## src/rtl/boot_pkg.sv

```systemverilog
// Shared types and protocol constants for the UART boot loader.
package boot_pkg;

    typedef enum logic [2:0] {
        IDLE,
        LEN,
        DATA,
        CSUM,
        RESP
    } boot_state_t;

    localparam logic [7:0] BOOT_ACK   = 8'h06;
    localparam logic [7:0] BOOT_NAK   = 8'h15;
    localparam logic [7:0] BOOT_MAGIC = 8'hA5;

endpackage

```

## src/rtl/boot_word_packer.sv

```systemverilog
// Assembles little-endian bytes into 32-bit words; also exposes the word
// being completed so the caller can act on it in the same cycle.
module boot_word_packer (
    input  logic        clk,
    input  logic        rst,
    input  logic        clear,
    input  logic        byte_valid,
    input  logic [7:0]  byte_data,
    input  logic        emit,
    output logic [1:0]  byte_idx,
    output logic        last_byte,
    output logic [31:0] word_next,
    output logic [31:0] word,
    output logic        word_valid
);

    logic [23:0] shreg;

    assign last_byte = byte_valid && (byte_idx == 2'd3);
    assign word_next = {byte_data, shreg};

    always_ff @(posedge clk) begin
        if (rst) begin
            byte_idx   <= '0;
            shreg      <= '0;
            word       <= '0;
            word_valid <= 1'b0;
        end else begin
            word_valid <= 1'b0;
            if (clear) begin
                byte_idx <= '0;
                shreg    <= '0;
            end else if (byte_valid) begin
                byte_idx <= byte_idx + 2'd1;
                case (byte_idx)
                    2'd0: shreg[7:0]   <= byte_data;
                    2'd1: shreg[15:8]  <= byte_data;
                    2'd2: shreg[23:16] <= byte_data;
                    default: begin
                        shreg <= '0;
                        // Only data words reach the output register; length words are consumed via word_next.
                        if (emit) begin
                            word       <= word_next;
                            word_valid <= 1'b1;
                        end
                    end
                endcase
            end
        end
    end

endmodule

```

## src/rtl/uart_boot_loader.sv

```systemverilog
// Receives a framed program image over the UART byte stream, writes it into
// imem, verifies the byte checksum and answers ACK/NAK; holds the core until a good load.
module uart_boot_loader
    import boot_pkg::*;
#(
    parameter int unsigned ADDR_WIDTH     = 10,
    parameter int unsigned TIMEOUT_CYCLES = 1_000_000,
    parameter logic [7:0]  MAGIC          = BOOT_MAGIC
) (
    input  logic                  clk,
    input  logic                  rst,
    input  logic [7:0]            s_axis_tdata,
    input  logic                  s_axis_tvalid,
    output logic                  s_axis_tready,
    output logic [7:0]            m_axis_tdata,
    output logic                  m_axis_tvalid,
    input  logic                  m_axis_tready,
    output logic                  imem_wr_en,
    output logic [ADDR_WIDTH-1:0] imem_wr_addr,
    output logic [31:0]           imem_wr_data,
    output logic                  cpu_hold,
    output logic                  load_done,
    output logic                  load_error
);

    localparam logic [32:0]  MAX_WORDS = 33'(1) << ADDR_WIDTH;
    localparam int unsigned  TW        = (TIMEOUT_CYCLES > 2) ? $clog2(TIMEOUT_CYCLES) : 1;
    localparam logic [TW-1:0] T_LAST   = TW'(TIMEOUT_CYCLES - 1);

    boot_state_t         state, state_n;
    logic [7:0]          resp_q, resp_n;
    logic [7:0]          sum_q;
    logic [ADDR_WIDTH:0] word_idx;
    logic [ADDR_WIDTH:0] len_q;
    logic [TW-1:0]       tcnt;

    logic        accept;
    logic        timed;
    logic        expire;
    logic        clear_frame;
    logic        pk_valid;
    logic        pk_last;
    logic [1:0]  pk_idx;
    logic [31:0] pk_next;

    assign s_axis_tready = (state != RESP);
    assign m_axis_tvalid = (state == RESP);
    assign m_axis_tdata  = resp_q;

    assign accept   = s_axis_tvalid && s_axis_tready;
    assign timed    = (state == LEN) || (state == DATA) || (state == CSUM);
    assign expire   = timed && !accept && (tcnt == T_LAST);
    assign pk_valid = accept && ((state == LEN) || (state == DATA));

    boot_word_packer u_packer (
        .clk        (clk),
        .rst        (rst),
        .clear      (clear_frame),
        .byte_valid (pk_valid),
        .byte_data  (s_axis_tdata),
        .emit       (state == DATA),
        .byte_idx   (pk_idx),
        .last_byte  (pk_last),
        .word_next  (pk_next),
        .word       (imem_wr_data),
        .word_valid (imem_wr_en)
    );

    always_comb begin
        state_n     = state;
        resp_n      = resp_q;
        clear_frame = 1'b0;
        case (state)
            IDLE: begin
                if (accept && (s_axis_tdata == MAGIC)) begin
                    state_n     = LEN;
                    clear_frame = 1'b1;
                end
            end
            LEN: begin
                if (pk_last) begin
                    if (pk_next == '0) begin
                        state_n = CSUM;
                    end else if ({1'b0, pk_next} > MAX_WORDS) begin
                        state_n = RESP;
                        resp_n  = BOOT_NAK;
                    end else begin
                        state_n = DATA;
                    end
                end else if (expire) begin
                    state_n = RESP;
                    resp_n  = BOOT_NAK;
                end
            end
            DATA: begin
                if (pk_last && ((word_idx + 1'b1) == len_q)) begin
                    state_n = CSUM;
                end else if (expire) begin
                    state_n = RESP;
                    resp_n  = BOOT_NAK;
                end
            end
            CSUM: begin
                if (accept) begin
                    state_n = RESP;
                    resp_n  = (s_axis_tdata == sum_q) ? BOOT_ACK : BOOT_NAK;
                end else if (expire) begin
                    state_n = RESP;
                    resp_n  = BOOT_NAK;
                end
            end
            RESP: begin
                if (m_axis_tready) begin
                    state_n = IDLE;
                end
            end
            default: state_n = IDLE;
        endcase
    end

    always_ff @(posedge clk) begin
        if (rst) begin
            state        <= IDLE;
            resp_q       <= '0;
            sum_q        <= '0;
            word_idx     <= '0;
            len_q        <= '0;
            tcnt         <= '0;
            imem_wr_addr <= '0;
            cpu_hold     <= 1'b1;
            load_done    <= 1'b0;
            load_error   <= 1'b0;
        end else begin
            state  <= state_n;
            resp_q <= resp_n;

            // Idle time is only measured while the state is stable and no byte arrives.
            if (!timed || accept || (state_n != state)) begin
                tcnt <= '0;
            end else begin
                tcnt <= tcnt + 1'b1;
            end

            if (clear_frame) begin
                sum_q      <= '0;
                word_idx   <= '0;
                cpu_hold   <= 1'b1;
                load_done  <= 1'b0;
                load_error <= 1'b0;
            end

            if ((state == LEN) && pk_last) begin
                len_q <= pk_next[ADDR_WIDTH:0];
            end

            if ((state == DATA) && accept) begin
                sum_q <= sum_q + s_axis_tdata;
                if (pk_last) begin
                    imem_wr_addr <= word_idx[ADDR_WIDTH-1:0];
                    word_idx     <= word_idx + 1'b1;
                end
            end

            if ((state == RESP) && m_axis_tready) begin
                if (resp_q == BOOT_ACK) begin
                    load_done <= 1'b1;
                    cpu_hold  <= 1'b0;
                end else begin
                    load_error <= 1'b1;
                end
            end
        end
    end

    logic unused_ok;
    assign unused_ok = ^pk_idx;

endmodule

```

## config.mk

```make
export PLATFORM = sky130hd
export DESIGN_NAME = uart_boot_loader
export DESIGN_NICKNAME = d
export VERILOG_FILES = /design/src/rtl/boot_pkg.sv /design/src/rtl/boot_word_packer.sv /design/src/rtl/uart_boot_loader.sv
export SDC_FILE = /design/constraint.sdc
export NUM_CORES = 1
export LEC_CHECK = 0
export ABC_AREA = 1
export CAP_MARGIN = 30
export CORE_UTILIZATION = 50
export DETAILED_ROUTE_END_ITERATION = 12
export GPL_TIMING_DRIVEN = 0
export HOLD_SLACK_MARGIN = 0.15
export MAX_ROUTING_LAYER = met4
export PLACE_DENSITY_LB_ADDON = 0.3
export SLEW_MARGIN = 20
export SYNTH_ARGS = -nofsm -noshare
export SYNTH_HDL_FRONTEND = slang
export SYNTH_SLANG_ARGS = --single-unit
export TNS_END_PERCENT = 10
```

## constraint.sdc

```tcl
create_clock -name clk -period 5.04 [get_ports clk]
set_clock_uncertainty 0.05 [all_clocks]
set_input_delay 1.008 -clock clk [delete_from_list [all_inputs] [get_ports clk]]
set_output_delay 1.008 -clock clk [all_outputs]
set_load 0.05 [all_outputs]
```

==> summary.md <==
| Metric | Value |
|---|---|
| Synth Flop Type | dfxtp_1 |
| H-tree level count | 4 |
| Distinct cells, synth | 37 |
| Crit end category | primary output |
| Slew headroom | between 50 and 60% |
| Synth warn | 0 |
| VDD IR max | between 200 and 300 µV |
| Async S/R FF share, synth | 0% |
| FMAX | 296 MHz |
| Max cap viols | 0 |
| N_diodes | 0 |
| Grt met2 use | about two fifths |
| Final WS setup | 1.66 ns |
| First DRT Iteration DRCs | approximately 420 |
| Layout area overhead | 23.7% |
| Number of port buffers | 65 |
| RSZ-0062 raised after global routing | no |
| DRC violations left | 7 |
| Register Area | around 2700 µm² |
| Vias in the first global route | slightly above 5,000 |
| Rows | 39 |
| Cts bufs inserted | 17 |
| Critical Path RT | 3.98 ns |
| Root buffer cell | clkbuf_16 |
| CTS resizes | 0 |
| Slew Limit Fails | 0 |
| Routability cong. | a little under 0.9 |
| Vias per std cell | about 5.3 |
| R2R Path End | u_packer.word[24] |
| Fin crit share | approximately 67% |
| Core region area | roughly 12,000 µm² |
| Static Leak | 2.93 nW |
| Crit-path max FO | 6 |
| Die height | about 110 µm |
| Critical path class | reg -> out |
| Post-CTS Setup Inserts | 0 |
| Routed Antenna Nets | 0 |
| Post-synth EDFFs | 0 |
| Remaining Overflow, GRT | 0 |
| Worst skew pair latency | roughly 0.42 ns |
| CTS max path bufs | 2 |
| Met3 GRT Util | approximately 5.2% |
| Power per cell area | about 320 nW/µm² |
| Met1 Use GR | between 30 and 40% |
| Post-CTS Hold Fix Bufs | 0 |
| GRT busiest layer | met2 |
| Antenna violations before repair | 0 |
| Largest net degree at the start of global routing | 17 |
| Critical Path Start Type | flop |
| Multi-input gate area | ~2900 µm² |
| Final setup fails | 0 |
| Hold Crit Class | reg -> reg |
| Failing checks | design-rule violations |
| Fin nets | around 900 |
| Final HPWL DP | roughly 10,000 µm |
| Dpl ws | 1.65 ns |
| # clock sinks | 133 |
| Die area | 12,500 µm² |
| Most common cell after layout, fill and taps aside | dfxtp_1 |
| First-pass GRT wire length | approximately 24,000 µm |
| # fillers | 1,048 |
| Slew at the pin closest to its max-slew limit | 0.621 ns |
| CTS tree | built |
| Netlist Area Pre-Place | roughly 6000 µm² |
| FF-to-FF path depth | 8 |
| WL final | about 15,000 µm |
| Hold WS | a little over 0.4 ns |
| IO Pins | roughly 70 |
| Seq/Total Area, Yosys | 44.0% |
| Final hold violation count | 0 |
| Post-Syn Area per Cell | ~7.4 µm² |
| Clock slew at reported path FFs | ~0.050 ns |
| R2R Path Start | state[0] |
| Initial DRT Pass Iterations | 10 |
| Syn nets | around 840 |
| Status | complete, but fails checks |
| Drt wl/cell | roughly 14 µm |
| Final Critical Period | roughly 3.4 ns |
| Data arrival, critical path | around 2.3 ns |
| Post-route setup TNS | 0 ns |
| Cells after synthesis | 815 |
| Most frequent cells in the layout | 133 x dfxtp_1, 130 x nand2_1, 98 x nor2_1, 90 x inv_1, 79 x a21oi_1 |
| DR vias | 5,611 |
| Reg2Reg Setup Slack | 2.66 ns |
| Setup crit start | state[0] |
| Share of cells above drive strength 1 | a little under a tenth |
| Worst Setup EP | m_axis_tvalid |
| GRT Total Usage | between 20 and 30% |
| Initial Utilization | around 52% |
| Synthesized flop and latch total | ~130 |
| Chip Width | roughly 110 µm |
critical path, stage by stage, from the launching register on:
cell and delay [ns]:
dfxtp_1 0.35, nor2_1 0.23, inv_1 0.09, nor2_1 0.33
clkdlybuf4s50_1 0.90
synth_stat cells (2+ instances only):
library cell / n / area share (%)
a21oi_1: 79 / 6.5
nand3b_1: 16 / 2.0
o21ai_0: 61 / 5.1
nor3_1: 13 / 1.1
nor3_2: 4 / 0.66
buf_2: 8 / 0.66
buf_6: 2 / 0.37
nand4_1: 13 / 1.3
inv_1: 90 / 5.6
a211oi_1: 13 / 1.6
clkbuf_1: 22 / 1.4
dfxtp_1: 133 / 44
nand2_2: 3 / 0.31
nand2_1: 130 / 8.1
nand3_2: 2 / 0.33
nor2_1: 98 / 6.1
xnor2_1: 3 / 0.43
nor2_2: 25 / 2.6
a22oi_1: 5 / 0.62
ha_1: 13 / 2.7
nor4_1: 4 / 0.41
xor2_1: 17 / 2.5
nand3_1: 42 / 3.5
inv_2: 6 / 0.37
registers in the layout, summed over array words and instances (netlist names), 2 cells and up:
name               count
sum_q                  8
imem_wr_addr          10
word_idx              11
m_axis_tdata           8
state                  3
u_packer.word         32
tcnt                  20
len_q                 11
u_packer.shreg        24
u_packer.byte_idx      2
per-layer routing:
layer / wire length, µm / part of all wire (%) / vias up
li1: - / - / 2840
met1: 6830 / 46 / 2586
met2: 6780 / 46 / 159
met3: 953 / 6.4 / 26
met4: 239 / 1.6 / 0
met5: 0 / 0 / -
how the worst min path moves through the flow:
stage	startpoint	end	cells past startpoint
3_3_place_gp	load_done	load_done	2
3_5_place_dp	load_done	load_done	2
2_1_floorplan	tcnt[0]	tcnt[0]	1
5_1_grt	load_done	load_done	2
4_1_cts	load_done	load_done	2
6_report	load_done	load_done	2
final cells by class:
cell class	instances	area share, %
Clock inverter	9	1.69
Sequential cell	133	35.6
Timing Repair Buffer	65	8.70
Tap cell	143	2.39
Clock buffer	22	6.34
Multi-Input combinational cell	552	38.4
Inverter	97	4.87
Buffer	33	1.99
cell families (layout without fill, tap and decap cells):
family | count (synthesis) | in the layout | share of synthesized area [%]
flops | 133 | 133 | 44.0
simple gates | 354 | 354 | 27.0
compound gates | 164 | 164 | 14.6
fa+ha+maj | 14 | 14 | 3.02
buf+inv | 130 | 226 | 8.49
xor+xnor | 20 | 20 | 2.90
stage by stage:
step | area (µm²) | power (mW) | util [%] | cells
2_1_floorplan | 6040 | 1.10 | - | 815
3_3_place_gp | 6870 | 1.12 | 59.2 | 1023
3_5_place_dp | 6870 | 1.12 | 59.2 | 1023
4_1_cts | 7470 | 2.37 | 64.4 | 1054
5_1_grt | 7470 | 2.42 | 64.4 | 1054
6_report | 7470 | 2.36 | 64.4 | 1054
power breakdown:
| group | internal [mW] | switching (mW) | leakage [nW] | total [mW] |
|---|---|---|---|---|
| sequential | 1.05 | 0.0000411 | 1.07 | 1.05 |
| combinational | 0.0144 | 0.0359 | 1.57 | 0.0503 |
| clock | 0.810 | 0.442 | 0.296 | 1.25 |
Note: power is estimated with default switching activity, not from simulation.
==> variant (same flow settings) <==
Put one more register stage on the output `load_error`. The value now appears one clock later. The other outputs are not delayed to match.
--- a/src/rtl/uart_boot_loader.sv
+++ b/src/rtl/uart_boot_loader.sv
@@ -27,4 +27,6 @@
     localparam int unsigned  TW        = (TIMEOUT_CYCLES > 2) ? $clog2(TIMEOUT_CYCLES) : 1;
     localparam logic [TW-1:0] T_LAST   = TW'(TIMEOUT_CYCLES - 1);
+
+    logic load_error_s0;
 
     boot_state_t         state, state_n;
@@ -130,5 +132,5 @@
             cpu_hold     <= 1'b1;
             load_done    <= 1'b0;
-            load_error   <= 1'b0;
+            load_error_s0 <= 1'b0;
         end else begin
             state  <= state_n;
@@ -147,5 +149,5 @@
                 cpu_hold   <= 1'b1;
                 load_done  <= 1'b0;
-                load_error <= 1'b0;
+                load_error_s0 <= 1'b0;
             end
 
@@ -167,5 +169,5 @@
                     cpu_hold  <= 1'b0;
                 end else begin
-                    load_error <= 1'b1;
+                    load_error_s0 <= 1'b1;
                 end
             end
@@ -176,4 +178,8 @@
     assign unused_ok = ^pk_idx;
 
+    always_ff @(posedge clk) begin
+        load_error <= load_error_s0;
+    end
+
 endmodule
 
Behaviour: not the same (Yosys sat finds a counterexample within 10 cycles, from zero or initial values and one cycle with rst high).
==> variant against the original RTL <==
- power is 5.6% higher
- design area is 1.0% higher
- sequential cell count is 1 higher
- highest routed layer unchanged
- worst setup slack worse by 0.0032 ns
- register-to-register slack worse by 0.14 ns
- hold slack worse by 0.068 ns
- area after synthesis is 0.33% higher
- via count is 1.7% lower
- routed wire length is 0.77% higher
- synthesized cell count is 0.12% higher
- final cell count hardly changed
- the flow still finishes with violations (DRC)
==> variant: results (changes against the original RTL) <==
* Status: finished, violations left
* Failing checks: DRC
* Grt met3 use at 0.0605 (+0.00822)
* Hold Crit Depth at 0 (-2)
* Internal power at 2.00 mW (+6.6%)
* Leakage power total at 2.97 nW (+1.2%)
* Register area at 2680 sq um (+0.75%)
* Met1 Usage GRT at 0.335 (+0.00628)
* WL/cell at 14.1 um (+0.67%)
* Dpl ws at 1.63 ns (-0.0154 ns)
* Slew HR at 0.611 (+0.0245)
* Post-DP Area at 6890 sq um (+0.29%)
* Gr busiest metal: met2
* Worst-case reg-to-reg path depth at 9 (+1)
* # fillers at 996 (-5.0%)
* DRC viols at 5 (-2)
* Detailed Place HPWL at 10300 um (-1.9%)
* Global-route wire length before repair at 24700 um (+0.76%)
* Worst hold start: load_error_s0
* Final #Nets at 926 (+0.11%)
* Met1 wire length at 7260 um (+6.3%)
* Commonest cells post-synth: dfxtp_1, nand2_1, nor2_1, inv_1, a21oi_1
* Metal3 WL at 796 um (-16%)
* Gpl congestion at 0.877 (-0.92%)
* Syn Inst Count at 816 (+0.12%)
* Hold WS at 0.335 ns (-0.0678 ns)
* Inst Count DP at 1024 (+0.098%)
* Met2 Usage GRT at 0.393 (-0.00745)
* DRT Pass-1 Iters at 9 (-1)
* Clk network pwr share at 0.554 (+0.022)
* Clk power at 1.38 mW (+10%)
* Worst VDD drop at 0.000248 V (-11%)
* Hold Path End: load_error
* H-tree depth at 4 (unchanged)
* 1st-iter DRT viols at 395 (-6.2%)
* Setup slack, reg-to-reg at 2.52 ns (-0.14 ns)
* Vias per cell at 5.23 (-1.8%)
* Vias in the first global route at 5210 (+0.42%)
* Comb pwr at 50.2 uW (about the same)
* Area contributors post-synth: dfxtp_1, nand2_1, a21oi_1
* Period utilization at 0.672 (about the same)
* Post-synthesis sequential area ratio at 0.442 (+0.00185)
* Met2 wire length at 6690 um (-1.4%)
-- variant: changes by cell type after synthesis --
cell	delta
dfxtp_1	+1
-- variant: final cells by class --
| cell class | instances | area share |
|---|---|---|
| buffer | 33 | 0.0197 |
| clock buffer | 23 | 0.0646 |
| clock inverter | 8 | 0.0224 |
| inverter | 97 | 0.0482 |
| multi-input combinational | 552 | 0.380 |
| sequential | 134 | 0.355 |
| tap | 143 | 0.0237 |
| timing repair buffer | 65 | 0.0862 |
-- variant: logic make-up after synthesis --
family	Yosys count	share of synthesized area
flip-flops	134	0.442
AND/OR/NAND/NOR	354	0.269
AO/OA/AOI/OAI	164	0.145
buffers and inverters	130	0.0846
XOR/XNOR	20	0.0289
adder cells (fa/ha/maj)	14	0.0301
-- variant: worst register-to-register path: stages, from the launching register on --
cell and delay (ns):
dfxtp_1 0.36, inv_1 0.10, nand3_2 0.12, nor2_1 0.41, inv_1 0.24, nor2_2 0.36
inv_2 0.20, clkbuf_1 0.27, nor2_1 0.20, nor2_1 0.08
